`src/rtl/mem_arb_pkg.sv`:
```
// Shared types and constants for the unified-memory port arbiter.
package mem_arb_pkg;

   localparam int STARVE_W = 4;

   typedef enum logic [1:0] {
      ARB_IDLE,
      ARB_IF,
      ARB_DM
   } arb_state_e;

   typedef enum logic {
      OWN_IF,
      OWN_DM
   } arb_owner_e;

endpackage

```
`src/rtl/mem_arb_starve_ctr.sv`:
```
// Saturating count of data grants issued while a fetch waits; force_if tells
// the arbiter to let the fetch through next.
module mem_arb_starve_ctr
   import mem_arb_pkg::*;
#(
   parameter int STARVE_MAX = 4
) (
   input  logic clk,
   input  logic rst_l,
   input  logic dm_gnt,
   input  logic if_gnt,
   input  logic if_pending,
   output logic force_if
);

   localparam logic [STARVE_W-1:0] MAX_CNT = STARVE_W'(STARVE_MAX);

   logic [STARVE_W-1:0] cnt;

   assign force_if = (cnt >= MAX_CNT);

   always_ff @(posedge clk or negedge rst_l) begin
      if (!rst_l) begin
         cnt <= '0;
      end else if (if_gnt) begin
         cnt <= '0;
      end else if (dm_gnt && if_pending && !force_if) begin
         // NOTE: state registers always use <= so every flop samples pre-edge values.
         cnt <= cnt + 4'd1;
      end
   end

endmodule

```
`src/rtl/mem_port_arbiter.sv`:
```
// Serialises fetch and data accesses onto one single-port memory, holding the
// memory-side fields until ack and returning registered data to the owner.
module mem_port_arbiter
   import mem_arb_pkg::*;
#(
   parameter int ADDR_W     = 32,
   parameter int DATA_W     = 32,
   parameter int STARVE_MAX = 4
) (
   input  logic              i_clk,
   input  logic              i_rst_l,
   input  logic              i_if_req,
   input  logic [ADDR_W-1:0] i_if_addr,
   output logic              o_if_gnt,
   output logic              o_if_done,
   output logic [DATA_W-1:0] o_if_rdata,
   input  logic              i_dm_req,
   input  logic              i_dm_we,
   input  logic [ADDR_W-1:0] i_dm_addr,
   input  logic [DATA_W-1:0] i_dm_wdata,
   output logic              o_dm_gnt,
   output logic              o_dm_done,
   output logic [DATA_W-1:0] o_dm_rdata,
   output logic              o_mem_req,
   output logic              o_mem_we,
   output logic [ADDR_W-1:0] o_mem_addr,
   output logic [DATA_W-1:0] o_mem_wdata,
   input  logic              i_mem_ack,
   input  logic [DATA_W-1:0] i_mem_rdata
);

   arb_state_e state;
   arb_owner_e owner;
   logic       force_if;

   mem_arb_starve_ctr #(
      .STARVE_MAX(STARVE_MAX)
   ) u_starve (
      .clk       (i_clk),
      .rst_l     (i_rst_l),
      .dm_gnt    (o_dm_gnt),
      .if_gnt    (o_if_gnt),
      .if_pending(i_if_req),
      .force_if  (force_if)
   );

   // Grants are combinational and masked by reset so nothing is accepted while held.
   always_comb begin
      // NOTE: defaults first so every path assigns both grants and no latch is inferred.
      o_dm_gnt = 1'b0;
      o_if_gnt = 1'b0;
      if (state == ARB_IDLE && i_rst_l) begin
         if (i_dm_req && (!i_if_req || !force_if)) begin
            o_dm_gnt = 1'b1;
         end else if (i_if_req) begin
            o_if_gnt = 1'b1;
         end
      end
   end

   assign owner = (state == ARB_DM) ? OWN_DM : OWN_IF;

   always_ff @(posedge i_clk or negedge i_rst_l) begin
      if (!i_rst_l) begin
         // NOTE: only control and output registers exist here; all get a defined reset value.
         state       <= ARB_IDLE;
         o_mem_req   <= 1'b0;
         o_mem_we    <= 1'b0;
         o_mem_addr  <= '0;
         o_mem_wdata <= '0;
         o_if_done   <= 1'b0;
         o_dm_done   <= 1'b0;
         o_if_rdata  <= '0;
         o_dm_rdata  <= '0;
      end else begin
         o_if_done <= 1'b0;
         o_dm_done <= 1'b0;
         case (state)
            ARB_IDLE: begin
               if (o_dm_gnt) begin
                  state      <= ARB_DM;
                  o_mem_req  <= 1'b1;
                  o_mem_we   <= i_dm_we;
                  o_mem_addr <= i_dm_addr;
                  if (i_dm_we) begin
                     o_mem_wdata <= i_dm_wdata;
                  end
               end else if (o_if_gnt) begin
                  state      <= ARB_IF;
                  o_mem_req  <= 1'b1;
                  o_mem_we   <= 1'b0;
                  o_mem_addr <= i_if_addr;
               end
            end
            ARB_IF, ARB_DM: begin
               if (i_mem_ack) begin
                  state     <= ARB_IDLE;
                  o_mem_req <= 1'b0;
                  o_mem_we  <= 1'b0;
                  if (owner == OWN_IF) begin
                     o_if_rdata <= i_mem_rdata;
                     o_if_done  <= 1'b1;
                  end else begin
                     o_dm_rdata <= o_mem_we ? '0 : i_mem_rdata;
                     o_dm_done  <= 1'b1;
                  end
               end
            end
            default: state <= ARB_IDLE;
         endcase
      end
   end

endmodule

```
`config.mk`:
```
export PLATFORM = sky130hd
export DESIGN_NAME = mem_port_arbiter
export DESIGN_NICKNAME = d
export VERILOG_FILES = /design/src/rtl/mem_arb_pkg.sv /design/src/rtl/mem_arb_starve_ctr.sv /design/src/rtl/mem_port_arbiter.sv
export SDC_FILE = /design/constraint.sdc
export NUM_CORES = 1
export LEC_CHECK = 0
export CAP_MARGIN = 20
export CORE_UTILIZATION = 41
export DETAILED_ROUTE_END_ITERATION = 12
export PLACE_DENSITY_LB_ADDON = 0.15
export SLEW_MARGIN = 10
export SYNTH_ARGS = -nofsm -noshare
export SYNTH_HDL_FRONTEND = slang
export SYNTH_SLANG_ARGS = --single-unit
```
`constraint.sdc`:
```
create_clock -name i_clk -period 2.3 [get_ports i_clk]
set_clock_uncertainty 0.2 [all_clocks]
set_input_delay 0.23 -clock i_clk [delete_from_list [all_inputs] [get_ports i_clk]]
set_output_delay 0.23 -clock i_clk [all_outputs]
set_load 0.05 [all_outputs]
```
; Yosys cells after proc, flatten, opt, wreduce, memory -nomap -nowiden
; Index checks and enable logic that the tools add are counted.
[word_totals]
register_bits = 138
inputBits = 134
out_inout_bits = 134
word_cells = 63
[op_classes]
add_sub_neg = 1
order_cmp = 1
n_eq_ne = 4
mux = 28
n_bitwise = 1
n_reduce_logical = 18
[op_table]
columns = cell, n
row1 = $mux W32, 3
row2 = $mux W1, 17
row3 = $reduce_and A3 Y1, 4
row4 = $mux W4, 2
row5 = $mux W2, 3
row6 = $reduce_bool A2 Y1, 3
row7 = $add A4 B1 Y4 const B, 1
row8 = $ge A4 B3 Y1 const B, 1
row9 = $logic_and A1 B1 Y1, 4
row10 = $pmux W1 S2, 2
row11 = $pmux W2 S2, 1
row12 = $reduce_and A2 Y1, 2
row13 = $ne A3 B2 Y1 const B, 1
row14 = $eq A2 B1 Y1 const B, 1
row15 = $eq A2 B2 Y1 const B, 1
row16 = $logic_not A1 Y1, 2
row17 = $logic_not A2 Y1, 1
row18 = $ne A2 B2 Y1 const B, 1
row19 = $reduce_or A2 Y1, 1
row20 = $logic_or A1 B1 Y1, 1
row21 = $not A1 Y1, 1

; Depth between registers and ports, before layout
[depth]
depth_word = 10
depth_mapped = 7
depth_no_buf = 6

; Hierarchy
; A second synthesis with hierarchy kept.
[hier_totals]
hier_cells = 437
area_unflattened_um2 = 5654.2
[by_module_without_submodules]
columns = module, n_inst, cells_each, area_per_inst_um2, seq_area_each_um2
row1 = mem_port_arbiter, 1, 420, 5446.5, 3353.2
row2 = mem_arb_starve_ctr, 1, 17, 207.7, 100.1

; Worst setup path after synthesis
; OpenSTA, ideal clock, no wires.
[synth_timing]
path_type = register -> register
startpoint = reg state[0]
endpoint = reg o_mem_wdata[10]
setup_time_ps = 127
arrival_time_ps = 1607
required_time_ps = 1973
slack_ps = 365
stages_incl_launch_ff = 8
n_path_buf = 2
period_less_slack_ps = 1935
cell_sequence = dfrtp_1 inv_1 ha_1 and2_1 and4_1 buf_4 buf_6 mux2_1
[synth_via]
elab_chain_len = 4
[synth_lines]
columns = element, line_no
row1 = start: declaration, mem_port_arbiter.sv:32  ; arb_state_e state;
row2 = start signal: assignment, mem_port_arbiter.sv:66  ; state <= ARB_IDLE;
row3 = start signal: assignment, mem_port_arbiter.sv:81  ; state <= ARB_DM;
row4 = start signal: assignment, mem_port_arbiter.sv:89  ; state <= ARB_IF;
row5 = $logic_not A2 Y1 (*), "mem_port_arbiter.sv:52, mem_port_arbiter.sv:78"
row6 = $logic_and A1 B1 Y1, mem_port_arbiter.sv:52  ; if (state == ARB_IDLE && i_rst_l) begin
row7 = $mux W1, mem_port_arbiter.sv:52
row8 = $reduce_and A3 Y1 (no line) (*), --
row9 = end signal: assignment, mem_port_arbiter.sv:86  ; o_mem_wdata <= i_dm_wdata;
row10 = end: declaration, mem_port_arbiter.sv:27  ; output logic [DATA_W-1:0] o_mem_wdata,
; Every way passes the cells marked *; elsewhere a longest branch is shown, timed or not.
; A chain may end at the register's enable or synchronous reset.

; Final worst setup path
[layout_timing]
startpoint = in i_rst_l
endpoint = out o_dm_gnt
[layout_via]
elab_chain_len = 2
[layout_lines]
columns = element, line_no
row1 = start: declaration, mem_port_arbiter.sv:11  ; input logic i_rst_l,
row2 = $logic_and A1 B1 Y1, mem_port_arbiter.sv:52
row3 = $mux W1, mem_port_arbiter.sv:52
row4 = end: declaration, mem_port_arbiter.sv:21  ; output logic o_dm_gnt,
; Every way passes these cells.

==> run_results.csv <==
group,metric,value,unit
synthesis,synthAdderAreaFrac,0.00670,
global_route,grt_pass1_wl,23800,um
critical_path,arrival,1750,ps
global_route,grt_max_degree,75,
placement,dp_hpwl,10300,um
die,rows,42,
sta,fmax,0.458,GHz
synthesis,synth_compound_area_frac,0.104,
placement,pre_cts_slack,182,ps
finish,nNetsFinal,845,
synthesis,synth_warnings,0,
clocking,clkSinkCount,138,
detailed_routing,num_vias,4401,
critical_path,worst-r2r-setup-slack,280,ps
pwr,cellLeakagePower,3.95,nW
synthesis,synth.avg_cell_area,13.0,sq um
clocking,htreeDepth,4,
critical_path,rr_worst_depth,8,
critical_path,required,1870,ps
synthesis,syn_inst,432,
global_route,grt-ovfl-total,0,
detailed_routing,drt_iter0_markers,212,
run,cap_viol_max_count,0,
critical_path,start_kind,"input pin",
die,die_x,119,um
pwr,ir_worst_vdd,0.853,mV
global_route,antenna_found_initial,0,
critical_path,timing.rr.end,"o_mem_addr[17]",
global_route,grt_pass1_vias,4690,
synthesis,netlist_area,5600,sq um
critical_path,path_cells,"dlygate4sd3_1, buf_8, and2_4, nand3_1, inv_2, buf_12, buf_12",
detailed_routing,avgRoutedWirePerCell,16.7,um
critical_path,max_stage_delay,560,ps
die,fp.coreArea,13300,sq um
detailed_routing,via_per_inst,4.94,
die,initial_core_util,0.421,
critical_path,crit_family,"buffers and inverters",
clocking,clkTransAtPathRegs,50,ps
critical_path,crit_top_cell,"buf_12",
sta,slew-limit-headroom,0.397,
clocking,clock_latency,410,ps
critical_path,reg2reg_from,"state[1]",
die,dieArea,14100,sq um
synthesis,synth_mux_area_frac,0.129,
synthesis,synth_top_family_by_area,"multiplexers",
sta,post-route-min-period,2180,ps
sta,setup_violations,0,
clocking,clock_path_buffers,2,
die,boundaryPins,268,
detailed_routing,ant_nets,0,
synthesis,synth.distinct_cells,31,
sta,period_share,0.949,
critical_path,path_buf_inv,5,
detailed_routing,drt-total-wl,14900,um
placement,gp_congestion,0.753,
synthesis,seq_area_frac_synth,0.616,
synthesis,synth_seq_cells,138,
placement,numPortBuffers,267,
sta,tightest_slew,904,ps
finish,drive_gt1_frac,0.129,
min_path,holdCritPathClass,"in -> async",
synthesis,synth_xor_xnor_area_share,0,
outcome,status,"finished clean",
pwr,power_density,1690,nW/um^2
detailed_routing,drc,0,
global_route,grt.total_usage,0.223,
clocking,cts_tree,"yes",
synthesis,synthSimpleGateAreaFrac,0.111,
sta,fin_ws,118,ps
finish,diodes,0,
sta,slew_viol_final,0,
synthesis,syn_nets,569,
critical_path,end_kind,"primary output",
die,die_h,119,um
sta,finalHoldViolCount,0,
critical_path,critPathKind,"in -> out",
detailed_routing,drt-pass1-iter-count,4,
critical_path,cp_max_fo,26,
clocking,cts_root_buf,"clkbuf_16",
critical_path,cpMaxStageDelayCell,"dlygate4sd3_1",
finish,syn_to_final_growth,64.3,%
clocking,cts_buffers,17,
sta,fin_setup_tns,0,ps
worst register-to-register path, stage by stage, from the launching register on:
cell and delay, ps:
dfrtp_1 360, inv_2 60, ha_4 180, and2_4 150, nand3_1 120, inv_2 70, buf_4 130, bufbuf_16 280
a221o_1 360
how the worst max path moves through the flow:
stage / startpoint / end / slack (ps) / cells past startpoint
after CTS: state[0] / o_dm_gnt / 2 / 7
final: i_rst_l / o_dm_gnt / 120 / 7
after global placement: state[0] / o_mem_wdata[31] / 240 / 6
after global routing: i_rst_l / o_dm_gnt / -3 / 7
after detailed placement: state[0] / o_mem_wdata[0] / 180 / 6
after floorplan: state[0] / o_mem_wdata[10] / 370 / 7
kinds of logic (layout without fill, tap and decap cells):
logic type	Yosys count	count (layout)
muxes	64	64
DFF	138	138
AOI/OAI and AO/OA	79	79
adders and majority gates	3	3
buffers and inverters	33	316
and+or+nand+nor	115	115
cell type report:
cell class | instances | area [sq um]
fillers | 955 | 4090
flip-flops and latches | 138 | 3450
repair buffers | 285 | 2960
multi-input cells | 261 | 1990
clock buffers | 23 | 498
well taps | 176 | 220
clock inverters | 3 | 65.1
inverters | 5 | 18.8
registers in the layout, summed over array words and instances, names as in the netlist:
signal,flops
o_mem_req,1
o_if_done,1
o_mem_we,1
o_dm_done,1
o_mem_addr,32
o_if_rdata,32
o_dm_rdata,32
o_mem_wdata,32
u_starve.cnt,4
state,2
metrics by stage:
stage | std cells | power [mW] | hold WS [ps] | instance area, sq um | utilization
after CTS | 887 | 15.7 | 31.6 | 9160 | 0.689
after global routing | 891 | 16.3 | 65.2 | 9200 | 0.692
after floorplan | 432 | 9.76 | -266 | 5600 | -
after global placement | 857 | 12.7 | -93.0 | 8500 | 0.639
after detailed placement | 857 | 12.9 | -90.8 | 8500 | 0.639
final | 891 | 15.6 | 54.6 | 9200 | 0.692
where the power goes:
part / internal, mW / switching, mW
registers: 3.59 / 0.626
clock network: 1.70 / 0.919
logic: 3.25 / 5.50
cell usage in the layout (no fill, tap or decap), types with 2 or more instances in the layout:
cell and count:
a21oi_1 3, a221o_1 32, and2_0 16, and2_1 17, buf_12 8, buf_4 10
bufbuf_16 2, bufinv_16 2, clkbuf_16 17, clkbuf_8 5, clkdlybuf4s50_1 263, dfrtp_1 138
ha_1 2, inv_1 2, inv_2 3, mux2_1 30, mux2_2 34, nand2_1 35
nand2b_1 32, nand3_1 3, nor2_1 3, o21ai_0 37
cells in the mapped netlist, drive strengths merged:
master | instances | share of area
dfrtp | 138 | 0.62
mux2 | 64 | 0.13
o21ai | 38 | 0.035
nand2 | 36 | 0.024
and2 | 34 | 0.038
a221o | 32 | 0.057
nand2b | 32 | 0.036
buf | 15 | 0.021
clkbuf | 13 | 0.0087
inv | 5 | 0.0034
a21oi | 4 | 0.0042
nand3 | 4 | 0.0036
ha | 3 | 0.0067
nor2 | 3 | 0.0020
a211o | 1 | 0.0016
and3 | 1 | 0.0011
and4 | 1 | 0.0016
and4b | 1 | 0.0018
nand4 | 1 | 0.0011
nor2b | 1 | 0.0011
o211ai | 1 | 0.0022
o21ba | 1 | 0.0018
o221ai | 1 | 0.0016
o22ai | 1 | 0.0011
or2 | 1 | 0.0011
repair_timing:
item / CTS / global route
pin swaps: 0 / 1
endpoints found under the hold margin: 64 / 0
cloned: 2 / 0
gates resized for setup: 3 / 5
buffers inserted: 1 / 4
setup endpoints to repair: 2 / 2
hold buffers: 1 / 0
per-layer routing:
layer	track usage	part of all wire	up-vias
li1	-	-	2074
met1	0.248	0.39	2124
met2	0.386	0.51	180
met3	0.0757	0.073	23
met4	0.0981	0.022	0
met5	0	0	-
Power figures use the tool's default switching activity.
